[config.mk]
export PLATFORM = sky130hd
export DESIGN_NAME = my_if_rx_sink_flat
export DESIGN_NICKNAME = d
export VERILOG_FILES = /design/src/rtl/my_if_rx_sink_if.sv /design/src/rtl/my_if_rx_sink.sv /design/src/flat_wrapper.sv
export SDC_FILE = /design/constraint.sdc
export NUM_CORES = 1
export LEC_CHECK = 0
export BUFFER_PORTS_ARGS = -buffer_cell sky130_fd_sc_hd__buf_2
export CORE_MARGIN = 2
export CORE_UTILIZATION = 40
export DETAILED_ROUTE_END_ITERATION = 6
export PLACE_DENSITY_LB_ADDON = 0.25
export SYNTH_ARGS = -nofsm -noshare
export SYNTH_HDL_FRONTEND = slang
export SYNTH_SLANG_ARGS = --single-unit
[constraint.sdc]
create_clock -name clk -period 3.2 [get_ports clk]
set_clock_uncertainty 0.2 [all_clocks]
set_input_delay 0.16 -clock clk [delete_from_list [all_inputs] [get_ports clk]]
set_output_delay 0.16 -clock clk [all_outputs]
set_load 0.05 [all_outputs]
[src/rtl/my_if_rx_sink_if.sv]
// my_if valid/ready byte channel: the initiator drives data/valid, the receiver drives ready.
interface my_if_rx_sink_if #(
  parameter int DATA_W = 8
);
  logic [DATA_W-1:0] vif_data;
  logic              vif_valid;
  logic              vif_ready;

  modport master (output vif_data, output vif_valid, input vif_ready);
  modport slave  (input vif_data, input vif_valid, output vif_ready);
endinterface

[src/rtl/my_if_rx_sink.sv]
// Receiving end of the my_if channel: FWFT FIFO, accepted-transfer counter and an optional
// handshake checker that is built only when MY_IF_RX_PROTO_CHECK_EN is defined.
module my_if_rx_sink #(
  parameter int DATA_W = 8,
  parameter int DEPTH  = 4,
  parameter int CNT_W  = 16
) (
  input  logic                    clk,
  input  logic                    reset,
  my_if_rx_sink_if.slave          vif,
  input  logic                    pop,
  output logic [DATA_W-1:0]       pop_data,
  output logic                    pop_valid,
  output logic [$clog2(DEPTH):0]  level,
  output logic [CNT_W-1:0]        rx_count,
  output logic                    proto_err,
  input  logic                    clear_err
);
  localparam int PTR_W = $clog2(DEPTH);
  localparam int LVL_W = PTR_W + 1;

  logic [DATA_W-1:0] mem_q [DEPTH];
  logic [PTR_W-1:0]  wr_ptr_q, wr_ptr_d;
  logic [PTR_W-1:0]  rd_ptr_q, rd_ptr_d;
  logic [LVL_W-1:0]  level_q, level_d;
  logic [CNT_W-1:0]  rx_count_q, rx_count_d;
  logic              ready;
  logic              accept;
  logic              pop_fire;

  // Ready comes purely from the registered level, so a pop on a full FIFO frees
  // the slot only for the following cycle.
  assign ready     = (level_q != LVL_W'(DEPTH));
  assign accept    = vif.vif_valid && ready;
  assign pop_fire  = pop && (level_q != '0);

  assign vif.vif_ready = ready;
  assign pop_valid     = (level_q != '0);
  assign pop_data      = mem_q[rd_ptr_q];
  assign level         = level_q;
  assign rx_count      = rx_count_q;

  always_comb begin
    wr_ptr_d   = wr_ptr_q;
    rd_ptr_d   = rd_ptr_q;
    level_d    = level_q;
    rx_count_d = rx_count_q;
    if (accept) begin
      wr_ptr_d   = wr_ptr_q + PTR_W'(1);
      rx_count_d = rx_count_q + CNT_W'(1);
    end
    if (pop_fire) begin
      rd_ptr_d = rd_ptr_q + PTR_W'(1);
    end
    if (accept && !pop_fire) begin
      level_d = level_q + LVL_W'(1);
    end else if (pop_fire && !accept) begin
      level_d = level_q - LVL_W'(1);
    end
  end

  always_ff @(posedge clk or posedge reset) begin
    if (reset) begin
      wr_ptr_q   <= '0;
      rd_ptr_q   <= '0;
      level_q    <= '0;
      rx_count_q <= '0;
    end else begin
      wr_ptr_q   <= wr_ptr_d;
      rd_ptr_q   <= rd_ptr_d;
      level_q    <= level_d;
      rx_count_q <= rx_count_d;
    end
  end

  // Storage carries no reset; stale entries are unreachable once the pointers clear.
  always_ff @(posedge clk) begin
    if (accept) begin
      mem_q[wr_ptr_q] <= vif.vif_data;
    end
  end

`ifdef MY_IF_RX_PROTO_CHECK_EN
  logic              stall_q, stall_d;
  logic [DATA_W-1:0] stall_data_q, stall_data_d;
  logic              proto_err_q, proto_err_d;
  logic              violation;

  always_comb begin
    violation    = stall_q && (!vif.vif_valid || (vif.vif_data != stall_data_q));
    stall_d      = vif.vif_valid && !ready;
    stall_data_d = vif.vif_data;
    proto_err_d  = proto_err_q;
    if (violation) begin
      proto_err_d = 1'b1;
    end else if (clear_err) begin
      proto_err_d = 1'b0;
    end
  end

  always_ff @(posedge clk or posedge reset) begin
    if (reset) begin
      stall_q      <= 1'b0;
      stall_data_q <= '0;
      proto_err_q  <= 1'b0;
    end else begin
      stall_q      <= stall_d;
      stall_data_q <= stall_data_d;
      proto_err_q  <= proto_err_d;
    end
  end

  assign proto_err = proto_err_q;
`else
  logic unused_clear_err;
  assign unused_clear_err = clear_err;
  assign proto_err        = 1'b0;
`endif
endmodule
[src/flat_wrapper.sv]
// flat-port wrapper written by rule: the top's interface ports become plain ports
module my_if_rx_sink_flat 
#(
  parameter int DATA_W = 8,
  parameter int DEPTH  = 4,
  parameter int CNT_W  = 16
)
  (clk, reset, pop, pop_data, pop_valid, level, rx_count, proto_err, clear_err, vif_vif_data, vif_vif_valid, vif_vif_ready);
  my_if_rx_sink_if #(.DATA_W(DATA_W)) vif_i ();
  input  logic clk;
  input  logic reset;
  input  logic pop;
  output logic [DATA_W-1:0] pop_data;
  output logic pop_valid;
  output logic [$clog2(DEPTH):0] level;
  output logic [CNT_W-1:0] rx_count;
  output logic proto_err;
  input  logic clear_err;
  input wire logic [$bits(vif_i.vif_data)-1:0] vif_vif_data;
  input wire logic [$bits(vif_i.vif_valid)-1:0] vif_vif_valid;
  output wire logic [$bits(vif_i.vif_ready)-1:0] vif_vif_ready;
  assign vif_i.vif_data = vif_vif_data;
  assign vif_i.vif_valid = vif_vif_valid;
  assign vif_vif_ready = vif_i.vif_ready;
  my_if_rx_sink #(.DATA_W(DATA_W), .DEPTH(DEPTH), .CNT_W(CNT_W)) u_core (.clk(clk), .reset(reset), .vif(vif_i), .pop(pop), .pop_data(pop_data), .pop_valid(pop_valid), .level(level), .rx_count(rx_count), .proto_err(proto_err), .clear_err(clear_err));
endmodule
Yosys cells after proc, flatten, opt, wreduce, memory -nomap -nowiden. Memory sizes are Yosys's and may differ from the RTL's. Index checks and enable logic that the tools add are counted.

Div/mod/pow operators: 0. $mul: 0. Reduce and logical (&&, ||, !) cells: 8. Eq/ne operators: 1. Multiplexer cells: 4. Bitwise gates (word level): 0. Shift-type cells: 0. Magnitude comparators: 0. $add $sub $neg: 5.

Operators with widths (count): 16-bit by 1-bit adder with 16-bit output, second input constant (1); 3-bit two-way mux (2); 2-bit by 1-bit adder with 2-bit output, second input constant (2); 1-bit logical AND (4); 3-bit by 1-bit adder with 3-bit output, second input constant (1); 3-bit inequality test, second input constant (1); 3-bit nonzero test (1); 3-bit by 1-bit subtractor with 3-bit output, second input constant (1); 1-bit logical NOT (2); 1-bit two-way mux (2); 2-bit nonzero test (1).

Flip-flop bits (word level): 23. Bits in writable memories: 32. Output and inout port bits: 30. Bits of input ports: 13. ROM bits: 0. Latch bits: 0. Memories: 1. Word-level logic and storage cells: 23.

Memory list: u_core.mem_q (depth 4, width 8, read ports 1, clocked after Yosys merged registers in 0, wr ports 1, line my_if_rx_sink.sv:22) `logic [DATA_W-1:0] mem_q [DEPTH];`.

Depth between registers and ports, before layout.
Depth in word-level cells: 6. Gate-level depth with buffers: 9. Depth with buffers taken out: 8.

Worst setup path before layout. Ideal clock, no wire load.

Kind: reg2reg. Start point: register u_core.level_q[0] (netlist: u_core.level[0]). End point: register u_core.level_q[2] (netlist: u_core.level[2]). Slack: 0.431 ns. Data arrival time: 2.487 ns. Clock period less this slack: 2.769 ns. Stages on the path, launching flop included: 9. Setup time: 0.082 ns. Path buffers: 0. Required time: 2.918 ns. Cells stage by stage: dfrtp_1 or3_1 nand2_1 ha_1 inv_1 fa_1 xor2_1 nor2_1 xor2_1.

Word-level cells in the longest chain between the ends: 5. Elaborated cells between the ends (all ways): 13. Those cells by class: 2 x add/sub; 1 x eq/ne; 2 x mux; 8 x reduce/logical.

Ends and longest elaborated chain: from (decl) (line my_if_rx_sink.sv:25) `logic [LVL_W-1:0] level_q, level_d;`; from (signal assigned) (line my_if_rx_sink.sv:71) `level_q <= level_d;`; 3-bit nonzero test *; via pop_valid (line flat_wrapper.sv:14) `output logic pop_valid;`; 1-bit logical AND * (line my_if_rx_sink.sv:35) `assign pop_fire = pop && (level_q != '0);`; 1-bit logical NOT (line my_if_rx_sink.sv:55) `if (accept && !pop_fire) begin`; 1-bit logical AND (line my_if_rx_sink.sv:55); 3-bit two-way mux or 2-bit nonzero test (tied branches).

Mark *: on every way through the listed nets, which the timed path passes. The rest lies on a longest branch. The select of a mux whose other input is x is not followed. A chain may end at the register's enable or synchronous reset.

Worst setup path in the final report.
Start point: register u_core.level_q[2] (netlist: u_core.level[2]). End point: register u_core.level_q[2] (netlist: u_core.level[2]).

Word-level cells in the longest chain between the ends: 5. Elaborated cells between the ends (all ways): 13. Those cells by class: 2 x add/sub; 1 x eq/ne; 2 x mux; 8 x reduce/logical.

Ends and longest elaborated chain: parallel branches: the longest is 5 deep, another holds 3-bit by 1-bit subtractor with 3-bit output.

Parallel ways; which one is timed is not known. The select of a mux whose other input is x is not followed.

==> summary.md <==
| Metric | Value |
|---|---|
| Status | completed |
| GRT overflow | 0 |
| GPL Wtd Cong | between 0.7 and 0.8 |
| Leak | 1.13 nW |
| Vias in the first global route | around 1300 |
| Synth Warn # | 0 |
| Area Growth Syn to Fin | 19.8% |
| GRT Total Usage | around an eighth |
| #FFs+latches synth | 55 |
| CTS tree | built |
| Register-to-Register Setup Slack | approximately 540 ps |
| Post-DP HPWL | about 2800 um |
| Syn_nets | 158 |
| First-pass GRT wire length | 6230 um |
| Crit Path Max Fanout | 10 |
| Final hold slack | ~150 ps |
| Nets | between 200 and 250 |
| TritonCTS Buffers | 5 |
| N_diodes | 0 |
| Crit path capture type | flop |
| Final Critical Period | 2660 ps |
| Yosys top cell area share | roughly 42% |
| Via density | slightly below 5 |
| Part of the cycle the worst path needs | between 80 and 90% |
| Worst-margin pin slew | 886 ps |
| Hold Fails Final Rpt | 0 |
| Final setup fails | 0 |
| Die Ht | roughly 80 um |
| Worst endpoint data arrival time | about 2700 ps |
| Full die area | about 6300 um^2 |
| Post-Syn Area | ~2300 um^2 |
| Number of remaining DRC errors | 0 |
| Setup TNS | 0 ps |
| DRT Pass-1 Iters | 4 |
| Yosys top cell by area | edfxtp_1 |
| Die width | around 80 um |
| R2R Path Start | u_core.level[2] |
| Worst rel slew slack | roughly two fifths |
| Routed wire length per instance | 14.9 um |
| Number of buffers added on ports | 40 |
| Share of cells above drive strength 1 | between 30% and 40% |
| Synth top area cells | edfxtp_1 (42%), dfrtp_1 (25%), mux4_2 (7.9%) |
| RSZ-0062 raised after global routing | false |
| Syn Area/Cell | between 15 and 20 um^2 |
| Max Cap Viol | 0 |
| Clock Path Buffers | 2 |
| Gate count after technology mapping | 138 |
| Row count | 27 |
| Clock sinks | 55 |
| Critical Path Source Type | flop |
| Worst skew pair latency | 300 ps |
| # fillers | 486 |
| Aggregate routed wire length | about 4000 um |
| H-tree depth | 2 |
| Reg2reg end | u_core.level[2] |
| R2R cell count | 8 |
| Worst Setup EP | u_core.level[2] |
| Setup CP Type | reg -> reg |
| Clock slew at reported path FFs | roughly 90 ps |
| Peak VDD IR | 0.606 mV |
| Initial core utilization | between 40 and 50% |
| Via count | 1280 |
| CP Data Required Time | 3230 ps |
| Top Ports | 43 |
| Hold Path Class | in -> reg |
| Pwr per Cell Area | around 940 nW/um^2 |
| Final ANT Viol Nets | 0 |
| Final Total Pwr | 2.57 mW |
| Core region area | approximately 5500 um^2 |
| Pin count of the biggest net entering global routing | 24 |
| Antenna violations before repair | 0 |
| Root Buffer | clkbuf_8 |
| Worst Setup SP | u_core.level[2] |
| Slew Viols, Final | 0 |
| 1st-iter DRT viols | between 50 and 60 |
| Register area share after synthesis | roughly two thirds |
| Post-synthesis cell type count | 26 |
| Max frequency | 0.376 GHz |
worst min path at each step:
stage,end,depth (start not counted),start
2_1_floorplan,u_core.level[0],1,reset
3_3_place_gp,u_core.wr_ptr_q[1],2,reset
3_5_place_dp,u_core.mem_q[0][0],1,vif_vif_data[0]
4_1_cts,u_core.rx_count[2],4,vif_vif_valid
5_1_grt,u_core.rx_count[10],4,vif_vif_valid
6_report,u_core.rx_count[10],4,vif_vif_valid
placed cells by master, fill, tap and decap left out:
| cell type | synthesis | layout |
|---|---|---|
| and4_1 | 1 | 1 |
| edfxtp_1 | 32 | 32 |
| dfrtp_1 | 23 | 23 |
| nand3_1 | 5 | 5 |
| nand4_1 | 7 | 7 |
| mux2_2 | 1 | 1 |
| nor3_1 | 2 | 2 |
| mux4_2 | 8 | 8 |
| inv_1 | 5 | 5 |
| clkinv_2 | 0 | 1 |
| xor2_1 | 9 | 9 |
| ha_1 | 6 | 6 |
| dlygate4sd3_1 | 0 | 10 |
| clkbuf_8 | 0 | 5 |
| nor4_2 | 2 | 2 |
| nor3b_4 | 1 | 1 |
| o21ai_0 | 1 | 1 |
| nor2_1 | 3 | 3 |
| clkbuf_1 | 0 | 1 |
| fa_1 | 1 | 1 |
| clkinv_4 | 0 | 1 |
| nand2_1 | 6 | 6 |
| xnor2_1 | 12 | 12 |
| conb_1 | 1 | 1 |
| buf_2 | 1 | 40 |
| nor2b_1 | 1 | 1 |
| or3_1 | 1 | 1 |
| and2_1 | 5 | 5 |
| mux2_4 | 1 | 1 |
per-layer routing:
| metal | part of all wire [%] | track usage, % | vias to the layer above |
|---|---|---|---|
| met2 | 49 | 21.3 | 28 |
| met1 | 44 | 16.7 | 643 |
| met5 | 0 | 0 | - |
| li1 | - | - | 603 |
| met4 | 1.2 | 4.66 | 0 |
| met3 | 5.7 | 4.64 | 6 |
cells by family (layout without fill, tap and decap cells):
family / count (synthesis) / after routing / share of synthesized area, %
AND/OR/NAND/NOR: 34 / 34 / 9.16
other: 1 / 1 / 0.164
multiplexers: 10 / 10 / 9.05
buffers and inverters: 9 / 63 / 1.86
AO/OA/AOI/OAI: 1 / 1 / 0.219
XOR/XNOR: 21 / 21 / 8.06
adder cells (fa/ha/maj): 7 / 7 / 4.17
flip-flops: 55 / 55 / 67.3
state kept, by name, indices dropped and copies added, names as in the netlist:
register / flops
u_core.wr_ptr_q: 2
u_core.rd_ptr_q: 2
u_core.level: 3
u_core.rx_count: 16
u_core.mem_q: 32
critical path, stage by stage (launching register included):
cell and delay, ps:
dfrtp_1 430, nor3b_4 200, nor2b_1 590, ha_1 310
inv_1 60, fa_1 370, xor2_1 150, nor2_1 120
xor2_1 150
power by group:
group          total [mW]  leakage (nW)  internal (mW)  switching (mW)
clock network       0.369        0.0452          0.155           0.214
registers            1.10         0.587          0.928           0.176
logic                1.10         0.495          0.351           0.748
synth_stat cells, drive strengths merged:
master   n
or3      1
nor2b    1
edfxtp  32
nor2     3
xor2     9
buf      4
inv      5
nor4     2
nand4    7
mux4     8
ha       6
nand3    5
xnor2   12
nand2    6
and4     1
conb     1
mux2     2
nor3     2
and2     5
fa       1
dfrtp   23
nor3b    1
o21ai    1
area by class of cell:
type                    instances  area, um^2  area share (%)
clock buffers                   6        72.6            2.65
clock inverters                 2        13.8           0.503
inverters                       5        18.8           0.686
multi-input cells              74         703            25.7
flip-flops and latches         55        1540            56.2
well taps                      72        90.1            3.29
repair buffers                 50         300            11.0
timing repair:
action	CTS	global route
hold buffers	10	0
buffers inserted	0	0
resized for setup	0	0
hold endpoints to repair	57	0
metrics by stage:
| stage | cells | util (%) | cell area [um^2] | worst slack (ps) |
|---|---|---|---|---|
| after floorplan | 138 | - | 2280 | 431 |
| after global placement | 246 | 46.3 | 2550 | 671 |
| after detailed placement | 246 | 46.3 | 2550 | 559 |
| after CTS | 264 | 49.7 | 2740 | 544 |
| after global routing | 264 | 49.7 | 2740 | 323 |
| final | 264 | 49.7 | 2740 | 543 |
Power figures use the tool's default switching activity.
